[config.mk]
export PLATFORM = sky130hd
export DESIGN_NAME = tdm_demux4
export DESIGN_NICKNAME = d
export VERILOG_FILES = /design/src/rtl/tdm_demux4.sv
export SDC_FILE = /design/constraint.sdc
export NUM_CORES = 1
export LEC_CHECK = 0
export CAP_MARGIN = 20
export CORE_ASPECT_RATIO = 1.5
export CORE_MARGIN = 2
export CORE_UTILIZATION = 30
export DETAILED_ROUTE_END_ITERATION = 7
export DONT_BUFFER_PORTS = 1
export GPL_ROUTABILITY_DRIVEN = 0
export HOLD_SLACK_MARGIN = 0.03
export SLEW_MARGIN = 20
export SYNTH_ARGS = -nofsm -noshare
export SYNTH_HDL_FRONTEND = slang
export SYNTH_SLANG_ARGS = --single-unit
[constraint.sdc]
create_clock -name clk_i -period 3.9 [get_ports clk_i]
set_clock_uncertainty 0.1 [all_clocks]
set_input_delay 0.39 -clock clk_i [delete_from_list [all_inputs] [get_ports clk_i]]
set_output_delay 0.39 -clock clk_i [all_outputs]
set_load 0.005 [all_outputs]
[src/rtl/tdm_demux4.sv]
// tdm_demux4 -- receive-side slot demultiplexer for a two-channel TDM word stream.
//
// A transmitter interleaves two WIDTH-bit channels on one bus and tags each channel-0
// word with SYNC. This block tracks the slot sequence and splits the stream into two
// registered channel outputs. It also reports per-channel strobes, frame completion,
// lock status and slot errors, and keeps a wrapping count of completed frames.
//
// Ports:
//   clk_i     rising-edge clock
//   rst_ni    asynchronous active-low reset
//   d_i       muxed data word
//   dv_i      d_i valid this cycle
//   sync_i    marks d_i as the slot-0 word (ignored when dv_i=0)
//   o0_o      last channel-0 word
//   o1_o      last channel-1 word
//   v0_o      one-cycle strobe, o0_o updated
//   v1_o      one-cycle strobe, o1_o updated
//   pair_o    one-cycle strobe, slot 0 followed by slot 1 completed
//   lock_o    slot alignment held
//   err_o     one-cycle strobe, slot/sync mismatch
//   frames_o  completed-frame count, wraps modulo 2^CNT_W
module tdm_demux4 #(
  parameter int unsigned WIDTH = 4,
  parameter int unsigned CNT_W = 8
) (
  input  logic             clk_i,
  input  logic             rst_ni,
  input  logic [WIDTH-1:0] d_i,
  input  logic             dv_i,
  input  logic             sync_i,
  output logic [WIDTH-1:0] o0_o,
  output logic [WIDTH-1:0] o1_o,
  output logic             v0_o,
  output logic             v1_o,
  output logic             pair_o,
  output logic             lock_o,
  output logic             err_o,
  output logic [CNT_W-1:0] frames_o
);

  // StExp1: slot 1 expected next; StExp0: slot 0 expected next.
  typedef enum logic [1:0] {
    StHunt = 2'd0,
    StExp1 = 2'd1,
    StExp0 = 2'd2
  } state_e;

  state_e           state_q, state_d;
  logic [WIDTH-1:0] o0_q, o0_d;
  logic [WIDTH-1:0] o1_q, o1_d;
  logic             v0_q, v0_d;
  logic             v1_q, v1_d;
  logic             pair_q, pair_d;
  logic             lock_q, lock_d;
  logic             err_q, err_d;
  logic [CNT_W-1:0] frames_q, frames_d;

  always_comb begin
    state_d  = state_q;
    o0_d     = o0_q;
    o1_d     = o1_q;
    v0_d     = 1'b0;
    v1_d     = 1'b0;
    pair_d   = 1'b0;
    err_d    = 1'b0;
    frames_d = frames_q;

    // Idle gaps (dv_i=0) hold all state; sync_i alone is meaningless.
    if (dv_i) begin
      unique case (state_q)
        StHunt: begin
          // Untagged words while hunting are silently dropped.
          if (sync_i) begin
            o0_d    = d_i;
            v0_d    = 1'b1;
            state_d = StExp1;
          end
        end
        StExp1: begin
          if (sync_i) begin
            // Duplicate slot 0: flag it but take the newer word as a re-sync.
            o0_d  = d_i;
            v0_d  = 1'b1;
            err_d = 1'b1;
          end else begin
            o1_d     = d_i;
            v1_d     = 1'b1;
            pair_d   = 1'b1;
            frames_d = frames_q + CNT_W'(1);
            state_d  = StExp0;
          end
        end
        StExp0: begin
          if (sync_i) begin
            o0_d    = d_i;
            v0_d    = 1'b1;
            state_d = StExp1;
          end else begin
            // Missing sync: alignment is lost, drop the word and hunt again.
            err_d   = 1'b1;
            state_d = StHunt;
          end
        end
        default: begin
          state_d = StHunt;
        end
      endcase
    end

    lock_d = (state_d != StHunt);
  end

  always_ff @(posedge clk_i or negedge rst_ni) begin
    if (!rst_ni) begin
      state_q  <= StHunt;
      o0_q     <= '0;
      o1_q     <= '0;
      v0_q     <= 1'b0;
      v1_q     <= 1'b0;
      pair_q   <= 1'b0;
      lock_q   <= 1'b0;
      err_q    <= 1'b0;
      frames_q <= '0;
    end else begin
      state_q  <= state_d;
      o0_q     <= o0_d;
      o1_q     <= o1_d;
      v0_q     <= v0_d;
      v1_q     <= v1_d;
      pair_q   <= pair_d;
      lock_q   <= lock_d;
      err_q    <= err_d;
      frames_q <= frames_d;
    end
  end

  assign o0_o     = o0_q;
  assign o1_o     = o1_q;
  assign v0_o     = v0_q;
  assign v1_o     = v1_q;
  assign pair_o   = pair_q;
  assign lock_o   = lock_q;
  assign err_o    = err_q;
  assign frames_o = frames_q;

endmodule

; Word level (Yosys, flattened, before mapping)
; Index checks and enable logic that the tools add are counted.
[op_classes]
addsub = 1
eq_ne = 2
mux = 13
bitwise = 1
n_reduce_logical = 5
[ops]
columns = cell, n
row1 = $add 8x1->8 const B, 1
row2 = $mux 1, 8
row3 = $mux 2, 3
row4 = $pmux 2 s3, 1
row5 = $reduce_and 3->1, 2
row6 = $reduce_or 3->1, 1
row7 = $eq 2x1->1 const B, 1
row8 = $eq 2x2->1 const B, 1
row9 = $logic_not 2->1, 1
row10 = $pmux 1 s2, 1
row11 = $reduce_bool 2->1, 1
row12 = $not 1->1, 1
[totals]
ff_bits = 22
input_bits = 8
output_inout_bits = 21
elab_cells = 30

; Depth between registers and ports, before layout
; Gate-level depths: netlist of run 1.
[logic_depth]
depth_word = 4
mapped_depth = 5
mapped_depth_nobuf = 4

; Least setup slack after synthesis of run 1
; OpenSTA, ideal clock, no wires.
[synth_timing]
kind = input port to flip-flop
from = input port sync_i
to = register frames_q[1], in the netlist frames_o[1]
arrival_ns = 1.157
setup_slack_ns = 2.518
path_stages = 4
n_path_buf = 2
path_cell_list = and4bb_1 buf_6 buf_12 mux2_4
[synth_between]
elab_chain_cells = 2
[synth_lines]
columns = item, line_no
row1 = from (decl), 30  ; input logic sync_i,
row2 = $not 1->1 (no source line), n/a
row3 = $reduce_and 3->1 (no source line), n/a
row4 = to (signal assigned), 133  ; frames_q <= frames_d;
row5 = to (decl), 56  ; logic [CNT_W-1:0] frames_q, frames_d;
; Every way passes these cells.
; A chain may end at the register's enable or synchronous reset.

; Worst setup path after layout of run 1
[layout_timing]
from = register state_q[1]
to = register o1_q[0], in the netlist o1_o[0]
[layout_between]
elab_chain_cells = 2
[layout_lines]
columns = item, line_no
row1 = from (decl), 48  ; state_e state_q, state_d;
row2 = from (signal assigned), 115  ; state_q <= StHunt;
row3 = from (signal assigned), 125  ; state_q <= state_d;
row4 = $eq 2x1->1, 70  ; unique case (state_q)
row5 = $reduce_and 3->1 (no source line), n/a
row6 = to (signal assigned), 117  ; o1_q <= '0;
row7 = to (signal assigned), 127  ; o1_q <= o1_d;
row8 = to (decl), 50  ; logic [WIDTH-1:0] o1_q, o1_d;
; Every way passes these cells.

==> key figures, run 1 <==
Clock network
  • CTS Buf Count: 3
  • Clock buffer depth: 2
  • Clock transition at path regs: 0.08 ns
  • Postcts setup bufs: 0
  • CTS HTree Levels: 1
  • CTS Root Cell: clkbuf_8
  • Worst-Skew Late Latency: 0.25 ns
  • Sink Count: 22
  • TritonCTS clock tree: yes

Floorplan
  • Die height: 71.3 microns
  • Core area: 0.00288 sq mm
  • Die X-Extent: 48.9 microns
  • Starting Density: 0.315
  • Num rows: 24
  • # IOs: 29
  • Die area: 0.00349 sq mm

Final layout
  • Final net count: 78
  • P&R area growth vs syn: 8.83%
  • Post-Layout Inst Area: 987 sq um
  • Most common cell after layout, fill and taps aside: dfrtp_1
  • Ant diodes: 0
  • Layout cells sized above 1: 0.206
  • Commonest non-fill, non-tap cells in the layout: dfrtp_1, mux2_2, xnor2_1, clkbuf_8

Min path
  • Worst min-delay path category: in2reg
  • Hold path depth: 1
  • Min-delay src: dv_i
  • Worst Hold End: state_q[0]

Logic synthesis
  • Synth Area per Inst: 14.0 sq um
  • Cell variety after synth: 24
  • Cell taking the most area after synthesis: dfrtp_1
  • Synth Area in Adders: 0.0138
  • Synth Area in Simple Gates: 0.110
  • Syn nets: 74
  • Syn Inst Count: 65
  • Syn Std Cell Area: 907 sq um
  • Number of enable-type register cells in the synthesized netlist: 0
  • Top cell type's share of synthesized area: 0.607
  • Synth Area in Compound Gates: 0.0303
  • Area contributors post-synth: dfrtp_1, mux2_2, xnor2_1
  • Sequential area share after synthesis: 0.607
  • Ys async rst share: 1.00
  • Largest family of logic cells by synthesized area: multiplexers
  • Post-synthesis mux area share: 0.116
  • Number of synthesized register bits: 22
  • Xor and xnor area share after synthesis: 0.0676
  • Warnings from Yosys: 0
  • Top FF cell, synth: dfrtp_1

Worst setup path
  • Crit-path slowest cell: and4bb_1
  • Crit end category: flip-flop
  • Setup CP Type: reg2reg
  • R2R Setup Slk: 2.25 ns
  • CP Data Required Time: 3.94 ns
  • Reg2reg path depth: 2
  • CP Cell Sequence: and4bb_1, mux2_2
  • Reg2reg start: state_q[1]
  • CP Launch Type: flip-flop
  • Crit-path max FO: 14
  • Slowest stage delay, CP: 0.62 ns
  • WP data arrival: 1.69 ns
  • Reg-to-Reg End: o1_o[0]

Job
  • MaxCap Viol Count: 0

Timing
  • Final setup fails: 0
  • Fin crit share: 0.422
  • Fin Setup TNS: 0 ns
  • Max Fclk: 0.608 GHz
  • Worst slew pin tran: 0.549 ns
  • Final hold violation count: 0
  • Worst hold margin: 0.137 ns
  • Max_slew headroom: 0.634
  • Slew Viols, Final: 0
  • RSZ-0062 raised after global routing: no
  • Final critical-path required period: 1.65 ns

Detailed routing
  • DRT iter0 DRCs: 12
  • Post-route ant nets: 0
  • # DRC: 0
  • Vias/cell: 4.55
  • Detailed Routing Iterations Pass 1: 2
  • DR WL/cell: 14.2 microns
  • Final WL: 1520 microns
  • Routed vias: 487

Power and ir drop
  • Seq pwr share: 0.588
  • Combinational power share: 0.124
  • Leakage: 0.445 nW
  • Clk network pwr share: 0.288
  • Internal Power: 0.404 mW
  • NetSw: 0.144 mW
  • PD cells: 554 mW/mm^2
  • Max IR drop VDD: 0.209 mV
  • Switching Share: 0.262

Placed design
  • Final HPWL DP: 1170 microns
  • Port Buffers: 0
  • Cell Area, Placed: 917 sq um

Global routing
  • Initial antenna violation count: 0
  • GRT overflow: 0
  • First-pass GRT wire length: 2580 microns
  • Largest net degree at the start of global routing: 23
  • Vias in the first global route: 526
  • GRT Resource Usage Total: 0.100

Status
  • Status: completed
==> cell type report <==
class,count,area (sq um)
clock buffer,4,55.1
fill,297,1900
inverter,3,11.3
tap,39,48.8
multi-input combinational,37,307
timing repair buffer,2,15.0
sequential,22,551
==> Yosys cell counts (2+ instances only) <==
cell	instances
xnor2_1	6
dfrtp_1	22
nand3_1	3
nand2_1	3
mux2_2	8
inv_1	3
nand4_1	2
or2b_1	2
==> stage by stage <==
step | setup WS (ns) | cells | total power, mW | utilization
2_1_floorplan | 2.52 | 65 | 0.371 | -
3_3_place_gp | 2.30 | 101 | 0.385 | 0.318
3_5_place_dp | 2.26 | 101 | 0.393 | 0.318
4_1_cts | 2.25 | 106 | 0.557 | 0.341
5_1_grt | 2.16 | 107 | 0.582 | 0.342
6_report | 2.25 | 107 | 0.547 | 0.342
==> worst max-delay path, delay by kind of cell (launching register included) <==
family | cells | cell delay [ns]
flops | 1 | 0.41
simple gates | 1 | 0.62
mux | 1 | 0.40
==> power groups by stage <==
stage | clock (mW) | combinational, mW | sequential, mW
after global placement | 0 | 0.0592 | 0.326
after floorplan | 0 | 0.0589 | 0.312
after global routing | 0.174 | 0.0765 | 0.332
final | 0.158 | 0.0678 | 0.322
after detailed placement | 0 | 0.0636 | 0.329
after CTS | 0.163 | 0.0695 | 0.324
==> sequential cells by signal, summed over array words and instances (netlist names) <==
register / cells
v0_o: 1
err_o: 1
o0_o: 4
state_q: 2
o1_o: 4
pair_o: 1
frames_o: 8
lock_o: 1
==> worst max path at each step <==
stage / startpoint / endpoint / slack, ns / depth (start not counted)
final: state_q[1] / o1_o[0] / 2.25 / 2
after floorplan: sync_i / frames_o[1] / 2.52 / 4
after global placement: state_q[1] / o1_o[2] / 2.30 / 2
after detailed placement: state_q[1] / o1_o[0] / 2.26 / 2
after CTS: state_q[1] / o1_o[0] / 2.25 / 2
after global routing: state_q[1] / frames_o[7] / 2.16 / 3
==> per-layer routing <==
metal | GRT usage | routed length (microns)
met3 | 0.0229 | 86
met4 | 0.0571 | 12
met1 | 0.111 | 547
met2 | 0.175 | 871
met5 | 0 | 0
==> cell families (layout without fill, tap and decap cells) <==
| group | after synthesis | after routing |
|---|---|---|
| muxes | 9 | 9 |
| buffers and inverters | 6 | 9 |
| and+or+nand+nor | 16 | 16 |
| xor gates and xnor gates | 7 | 7 |
| adders and majority gates | 1 | 1 |
| DFF | 22 | 22 |
| AOI/OAI and AO/OA | 4 | 4 |
==> timing repair <==
item                                   4_1_cts  5_1_grt
resized for setup                            0        0
endpoints found under the hold margin       22       22
hold buffers                                 1        1
No activity file was read; power rests on OpenSTA's default activity.
==> run 2, diff against run 1 <==
--- a/config.mk
+++ b/config.mk
@@ -5,6 +5,7 @@
 export SDC_FILE = /design/constraint.sdc
 export NUM_CORES = 1
 export LEC_CHECK = 0
+export ABC_AREA = 1
 export CAP_MARGIN = 20
 export CORE_ASPECT_RATIO = 1.5
 export CORE_MARGIN = 2
==> constraint.sdc (replaced) <==
create_clock -name clk_i -period 1.7 [get_ports clk_i]
set_clock_uncertainty 0.1 [all_clocks]
set_input_delay 0.17 -clock clk_i [delete_from_list [all_inputs] [get_ports clk_i]]
set_output_delay 0.17 -clock clk_i [all_outputs]
set_load 0.005 [all_outputs]
==> key figures, run 2 <==
Logic synthesis
  • Sequential area share after synthesis: 0.561 (-0.0457)
  • Synth Area in Simple Gates: 0.221 (+0.110)
  • Top FF cell, synth: dfrtp_1
  • Syn nets: 110 (+49%)
  • Ys async rst share: 1.00 (unchanged)
  • Number of enable-type register cells in the synthesized netlist: 0 (unchanged)
  • Count leader, synth: nand2_1
  • Syn Inst Count: 101 (+55%)
  • Synth Area per Inst: 9.71 sq um (-30%)
  • Top cell type's share of synthesized area: 0.561 (-0.0457)
  • Area contributors post-synth: dfrtp_1, nand2_1, inv_1
  • Number of synthesized register bits: 22 (unchanged)
  • Cell variety after synth: 18 (-25%)
  • Xor and xnor area share after synthesis: 0.0587 (-0.00891)
  • Largest family of logic cells by synthesized area: simple AND/OR/NAND/NOR gates
  • Synth Area in Compound Gates: 0.0548 (+0.0245)
  • Post-synthesis mux area share: 0 (-0.116)
  • Cell taking the most area after synthesis: dfrtp_1
  • Warnings from Yosys: 0 (unchanged)
  • Synth Area in Adders: 0.0128 (-0.00104)
  • Synth top cells by count: nand2_1, dfrtp_1, inv_1, o21ai_0, nand2_2
  • Syn Std Cell Area: 981 sq um (+8.1%)

Worst setup path
  • Crit end category: flip-flop
  • CP Launch Type: input port
  • R2R Setup Slk: 0.39 ns (-1.86 ns)
  • Setup CP Type: in2reg
  • Crit-path max FO: 12 (-2)
  • WP data arrival: 1.40 ns (-0.29 ns)
  • CP Data Required Time: 1.75 ns (-2.19 ns)

Job
  • MaxCap Viol Count: 0 (unchanged)

Global routing
  • Initial antenna violation count: 0 (unchanged)
  • GRT Resource Usage Total: 0.108 (+0.00835)
  • Vias in the first global route: 704 (+34%)
  • GRT overflow: 0 (unchanged)
  • First-pass GRT wire length: 3080 microns (+20%)
  • Largest net degree at the start of global routing: 23 (unchanged)

Detailed routing
  • DR WL/cell: 12.1 microns (-15%)
  • Routed vias: 673 (+38%)
  • Vias/cell: 4.46 (-2.1%)
  • # DRC: 0 (unchanged)
  • Final WL: 1830 microns (+21%)
  • DRT iter0 DRCs: 7 (-5)
  • Post-route ant nets: 0 (unchanged)
  • Detailed Routing Iterations Pass 1: 4 (+2)

Status
  • Status: completed

Power and ir drop
  • Clk network pwr share: 0.278 (-0.010)
  • Seq pwr share: 0.565 (-0.023)
  • Max IR drop VDD: 0.432 mV (+110%)
  • NetSw: 0.389 mW (+170%)
  • Internal Power: 0.924 mW (+130%)
  • PD cells: 1150 mW/mm^2 (+110%)
  • Leakage: 0.580 nW (+30%)
  • Total chip power: 1.31 mW (+140%)
  • Switching Share: 0.296 (+0.0340)
  • Combinational power share: 0.157 (+0.033)

Clock network
  • TritonCTS clock tree: yes
  • CTS Root Cell: clkbuf_8
  • Clock buffer depth: 2 (unchanged)
  • Sink Count: 22 (unchanged)
  • CTS Buf Count: 3 (unchanged)
  • Clock transition at path regs: 0.07 ns (about the same)
  • CTS HTree Levels: 1 (unchanged)
  • Worst-Skew Late Latency: 0.26 ns (about the same)

Final layout
  • Layout cells sized above 1: 0.153 (-0.0527)
  • Final net count: 121 (+55%)
  • Ant diodes: 0 (unchanged)
  • Max reg flops: 8 (unchanged)
  • Commonest non-fill, non-tap cells in the layout: nand2_1, dfrtp_1, inv_1, o21ai_0, dlygate4sd3_1
  • Most common cell after layout, fill and taps aside: nand2_1
  • P&R area growth vs syn: 16.7%

Timing
  • Final critical-path required period: 1.35 ns
  • Final hold violation count: 0 (unchanged)
  • Fin Setup TNS: 0 ns (unchanged)
  • RSZ-0062 raised after global routing: no
  • Final setup fails: 0 (unchanged)
  • Fin crit share: 0.795
  • Worst hold margin: 0.0463 ns (-0.0908 ns)
  • Slew Viols, Final: 0 (unchanged)
  • Max_slew headroom: 0.357 (-0.277)
  • Max Fclk: 0.740 GHz
  • Final Worst Setup Slack: 0.348 ns (-1.91 ns)
  • Worst slew pin tran: 0.961 ns (+0.412 ns)

Floorplan
  • Num rows: 25 (+4.2%)
  • # IOs: 29 (unchanged)
  • Die height: 74.0 microns (+3.8%)
  • Starting Density: 0.314 (-0.00107)
  • Die X-Extent: 50.7 microns (+3.7%)
  • Die area: 0.00375 sq mm (+7.6%)
  • Core area: 0.00313 sq mm (+8.5%)

Placed design
  • Post-place setup slack: 0.378 ns (-1.88 ns)
  • Final HPWL DP: 1340 microns (+15%)
  • Port Buffers: 0 (unchanged)

Min path
  • Worst min-delay path category: in2reg
-- run 2: kinds of logic (layout without fill, tap and decap cells) --
logic type,after synthesis,after routing
AND/OR/NAND/NOR,43,43
buffers and inverters,21,31
XOR/XNOR,4,4
AO/OA/AOI/OAI,10,10
adder cells (fa/ha/maj),1,1
flip-flops,22,22
-- run 2: repair_timing --
| action | in CTS | in global routing |
|---|---|---|
| hold endpoints to repair | 33 | 0 |
| buffers inserted | 0 | 0 |
| hold buffers | 7 | 0 |
| gates resized for setup | 0 | 0 |
-- run 2: path summary, 6_finish.rpt --
path	start	end	cells after the start
worst max register to register	frames_o[0]	frames_o[4]	5
max in group asynchronous	rst_ni	frames_o[7]	1
worst min register to register	o0_o[1]	o0_o[1]	2
min in group asynchronous	rst_ni	frames_o[4]	1
worst max-delay path	dv_i	frames_o[3]	6
worst min-delay path	sync_i	v0_o	2
-- run 2: cell type report --
type	instances	area, sq um
clock buffers	4	55.1
fillers	330	1980
inverters	19	71.3
multi-input cells	58	340
flip-flops and latches	22	551
well taps	40	50.0
repair buffers	8	77.6
-- run 2: power by group through the flow --
stage	clock network [mW]	logic [mW]	registers [mW]
CTS	0.386	0.210	0.748
detailed placement	0	0.185	0.757
finish	0.366	0.206	0.742
global route	0.401	0.245	0.760
floorplan	0	0.165	0.721
global placement	0	0.179	0.756
-- run 2: worst max-delay path: stages --
cell and delay, ns:
dlygate4sd3_1 0.62, nand2_2 0.11, nor2_4 0.09, buf_4 0.19, nand2_2 0.08, xnor2_2 0.13
-- run 2: metal layers --
metal,vias up,share of wire,global-route usage
met1,318,0.38,0.105
met4,0,0.011,0.0571
met5,-,0,0
met2,23,0.53,0.203
li1,330,-,-
met3,2,0.080,0.0341
-- run 2: metrics by stage --
| step | utilization | instances | area [sq um] |
|---|---|---|---|
| detailed placement | 0.326 | 140 | 1020 |
| CTS | 0.366 | 151 | 1140 |
| floorplan | - | 101 | 981 |
| global placement | 0.326 | 140 | 1020 |
| finish | 0.366 | 151 | 1140 |
| global route | 0.366 | 151 | 1140 |
==> run 3, diff against run 2 <==
--- a/config.mk
+++ b/config.mk
@@ -5,7 +5,7 @@
 export SDC_FILE = /design/constraint.sdc
 export NUM_CORES = 1
 export LEC_CHECK = 0
-export ABC_AREA = 1
+export ABC_AREA = 0
 export CAP_MARGIN = 20
 export CORE_ASPECT_RATIO = 1.5
 export CORE_MARGIN = 2
==> constraint.sdc (replaced) <==
create_clock -name clk_i -period 1.25 [get_ports clk_i]
set_clock_uncertainty 0.1 [all_clocks]
set_input_delay 0.125 -clock clk_i [delete_from_list [all_inputs] [get_ports clk_i]]
set_output_delay 0.125 -clock clk_i [all_outputs]
set_load 0.005 [all_outputs]
==> key figures, run 3 (same netlist as run 1, synthesis figures left out) <==
Timing
  • Max_slew headroom: 0.362 (+0.00509)
  • Max Fclk: 0.730 GHz
  • Slew Viols, Final: 0 (unchanged)
  • Final critical-path required period: 1.37 ns
  • Final setup fails: 14 (+14)
  • Fin Setup TNS: -0.921 ns (-0.921 ns)
  • Final Worst Setup Slack: -0.120 ns (-0.468 ns)
  • Fin crit share: 1.10
  • RSZ-0062 raised after global routing: yes
  • Worst hold margin: -0.0107 ns (-0.0569 ns)
  • Final hold violation count: 22 (+22)
  • Worst slew pin tran: 0.956 ns (-0.00447 ns)

Worst setup path
  • Reg2reg start: state_q[1]
  • CP Cell Sequence: and4bb_1, buf_4, mux2_2
  • Total stage count of the critical path: 3 (-3)
  • Crit-path slowest cell: dfrtp_1
  • Reg-to-Reg End: o1_o[1]
  • Crit-path max FO: 5 (-7)
  • WP data arrival: 1.42 ns (+0.02 ns)
  • Reg2reg path depth: 3 (-2)
  • Worst path top cell family by delay: flip-flops
  • CP Launch Type: flip-flop
  • Setup CP Type: reg2reg
  • Crit end category: flip-flop
  • Buf+Inv Stages, Crit Path: 1 (-1)
  • CP Data Required Time: 1.30 ns (-0.45 ns)
  • Critical path origin: state_q[1]
  • R2R Setup Slk: -0.12 ns (-0.51 ns)
  • Slowest stage delay, CP: 0.39 ns (-0.23 ns)

Placed design
  • Placed Cells: 110 (-21%)
  • Final HPWL DP: 1230 microns (-7.8%)
  • Port Buffers: 0 (unchanged)
  • Post-place setup slack: -0.103 ns (-0.481 ns)

Floorplan
  • # IOs: 29 (unchanged)
  • Core area: 0.00288 sq mm (-7.8%)
  • Die area: 0.00349 sq mm (-7.0%)
  • Starting Density: 0.315 (+0.00107)
  • Num rows: 24 (-4.0%)
  • Die X-Extent: 48.9 microns (-3.5%)
  • Die height: 71.3 microns (-3.6%)

Final layout
  • Final net count: 93 (-23%)
  • Max reg flops: 8 (unchanged)
  • Fin util: 0.398 (+0.0316)
  • Commonest non-fill, non-tap cells in the layout: dfrtp_1, buf_4, mux2_2, xnor2_1, dlygate4sd3_1
  • Most common cell after layout, fill and taps aside: dfrtp_1
  • Ant diodes: 0 (unchanged)
  • Layout cells sized above 1: 0.289 (+0.136)
  • Post-Layout Cell Count: 122 (-19%)
  • Fillers: 286 (-13%)
  • P&R area growth vs syn: 26.3%

Detailed routing
  • # DRC: 0 (unchanged)
  • DR top layer: met4
  • Metal2 WL: 933 microns (-3.6%)
  • Detailed Routing Iterations Pass 1: 4 (unchanged)
  • M1 WL: 599 microns (-14%)
  • Routed vias: 559 (-17%)
  • DRT iter0 DRCs: 11 (+4)
  • Final WL: 1660 microns (-9.5%)
  • Post-route ant nets: 0 (unchanged)
  • DR WL/cell: 13.6 microns (+12%)
  • DR WL met3: 113 microns (-23%)
  • Vias/cell: 4.58 (+2.8%)

Global routing
  • Largest net degree at the start of global routing: 23 (unchanged)
  • Initial antenna violation count: 0 (unchanged)
  • GRT overflow: 0 (unchanged)
  • GRT Resource Usage Total: 0.105 (-0.00290)
  • First-pass GRT wire length: 2770 microns (-10%)
  • Vias in the first global route: 582 (-17%)

Clock network
  • Clock transition at path regs: 0.07 ns (about the same)
  • Sink Count: 22 (unchanged)
  • Worst-Skew Late Latency: 0.25 ns (about the same)
  • Clock buffer depth: 2 (unchanged)
  • CTS HTree Levels: 1 (unchanged)
  • TritonCTS clock tree: yes
  • CTS Root Cell: clkbuf_8
  • CTS Buf Count: 3 (unchanged)

Min path
  • Worst min-delay path category: in2async

Job
  • MaxCap Viol Count: 0 (unchanged)

Power and ir drop
  • Leakage: 0.542 nW (-6.5%)
  • Max IR drop VDD: 0.716 mV (+66%)
  • PD cells: 1730 mW/mm^2 (+51%)

Status
  • Status: finished, violations left
  • Violated checks: negative hold slack, negative setup slack
==> run 3: layer usage <==
metal,GRT usage,up-vias
met5,0,-
met4,0.0571,0
met3,0.0458,2
met2,0.187,19
met1,0.102,284
li1,-,254
==> run 3: how the worst max path moves through the flow <==
stage / endpoint / slack [ns]
3_5_place_dp: o1_o[1] / -0.10
3_3_place_gp: o1_o[1] / -0.06
4_1_cts: o1_o[1] / -0.13
2_1_floorplan: frames_o[1] / -0.12
6_report: o1_o[1] / -0.12
5_1_grt: frames_o[3] / -0.19
==> run 3: layout make-up <==
type                       count  area (sq um)  area share
sequential                    22           551       0.480
tap                           39          48.8      0.0426
inverter                       3          11.3     0.00983
timing repair buffer          17           150       0.131
clock inverter                 1          30.0      0.0262
clock buffer                   3          41.3      0.0360
multi-input combinational     37           314       0.274
==> run 3: per-stage QoR <==
stage | area (sq um) | total power [mW]
final | 1150 | 1.98
after global routing | 1150 | 2.10
after CTS | 1120 | 2.00
after detailed placement | 985 | 1.32
after global placement | 985 | 1.29
after floorplan | 907 | 1.16
==> run 3: power by group <==
part,total [mW],internal [mW],switching [mW]
Combinational,0.383,0.230,0.153
Sequential,0.958,0.849,0.110
Clock,0.639,0.427,0.212
Total,1.98,1.51,0.474
==> run 3: what timing repair did <==
| action | CTS | global route |
|---|---|---|
| gates cloned | 0 | 0 |
| hold buffers | 6 | 1 |
| pin swaps | 1 | 2 |
| setup endpoints to repair | 16 | 39 |
| resized for setup | 2 | 2 |
| endpoints found under the hold margin | 34 | 2 |
| buffers inserted | 0 | 1 |
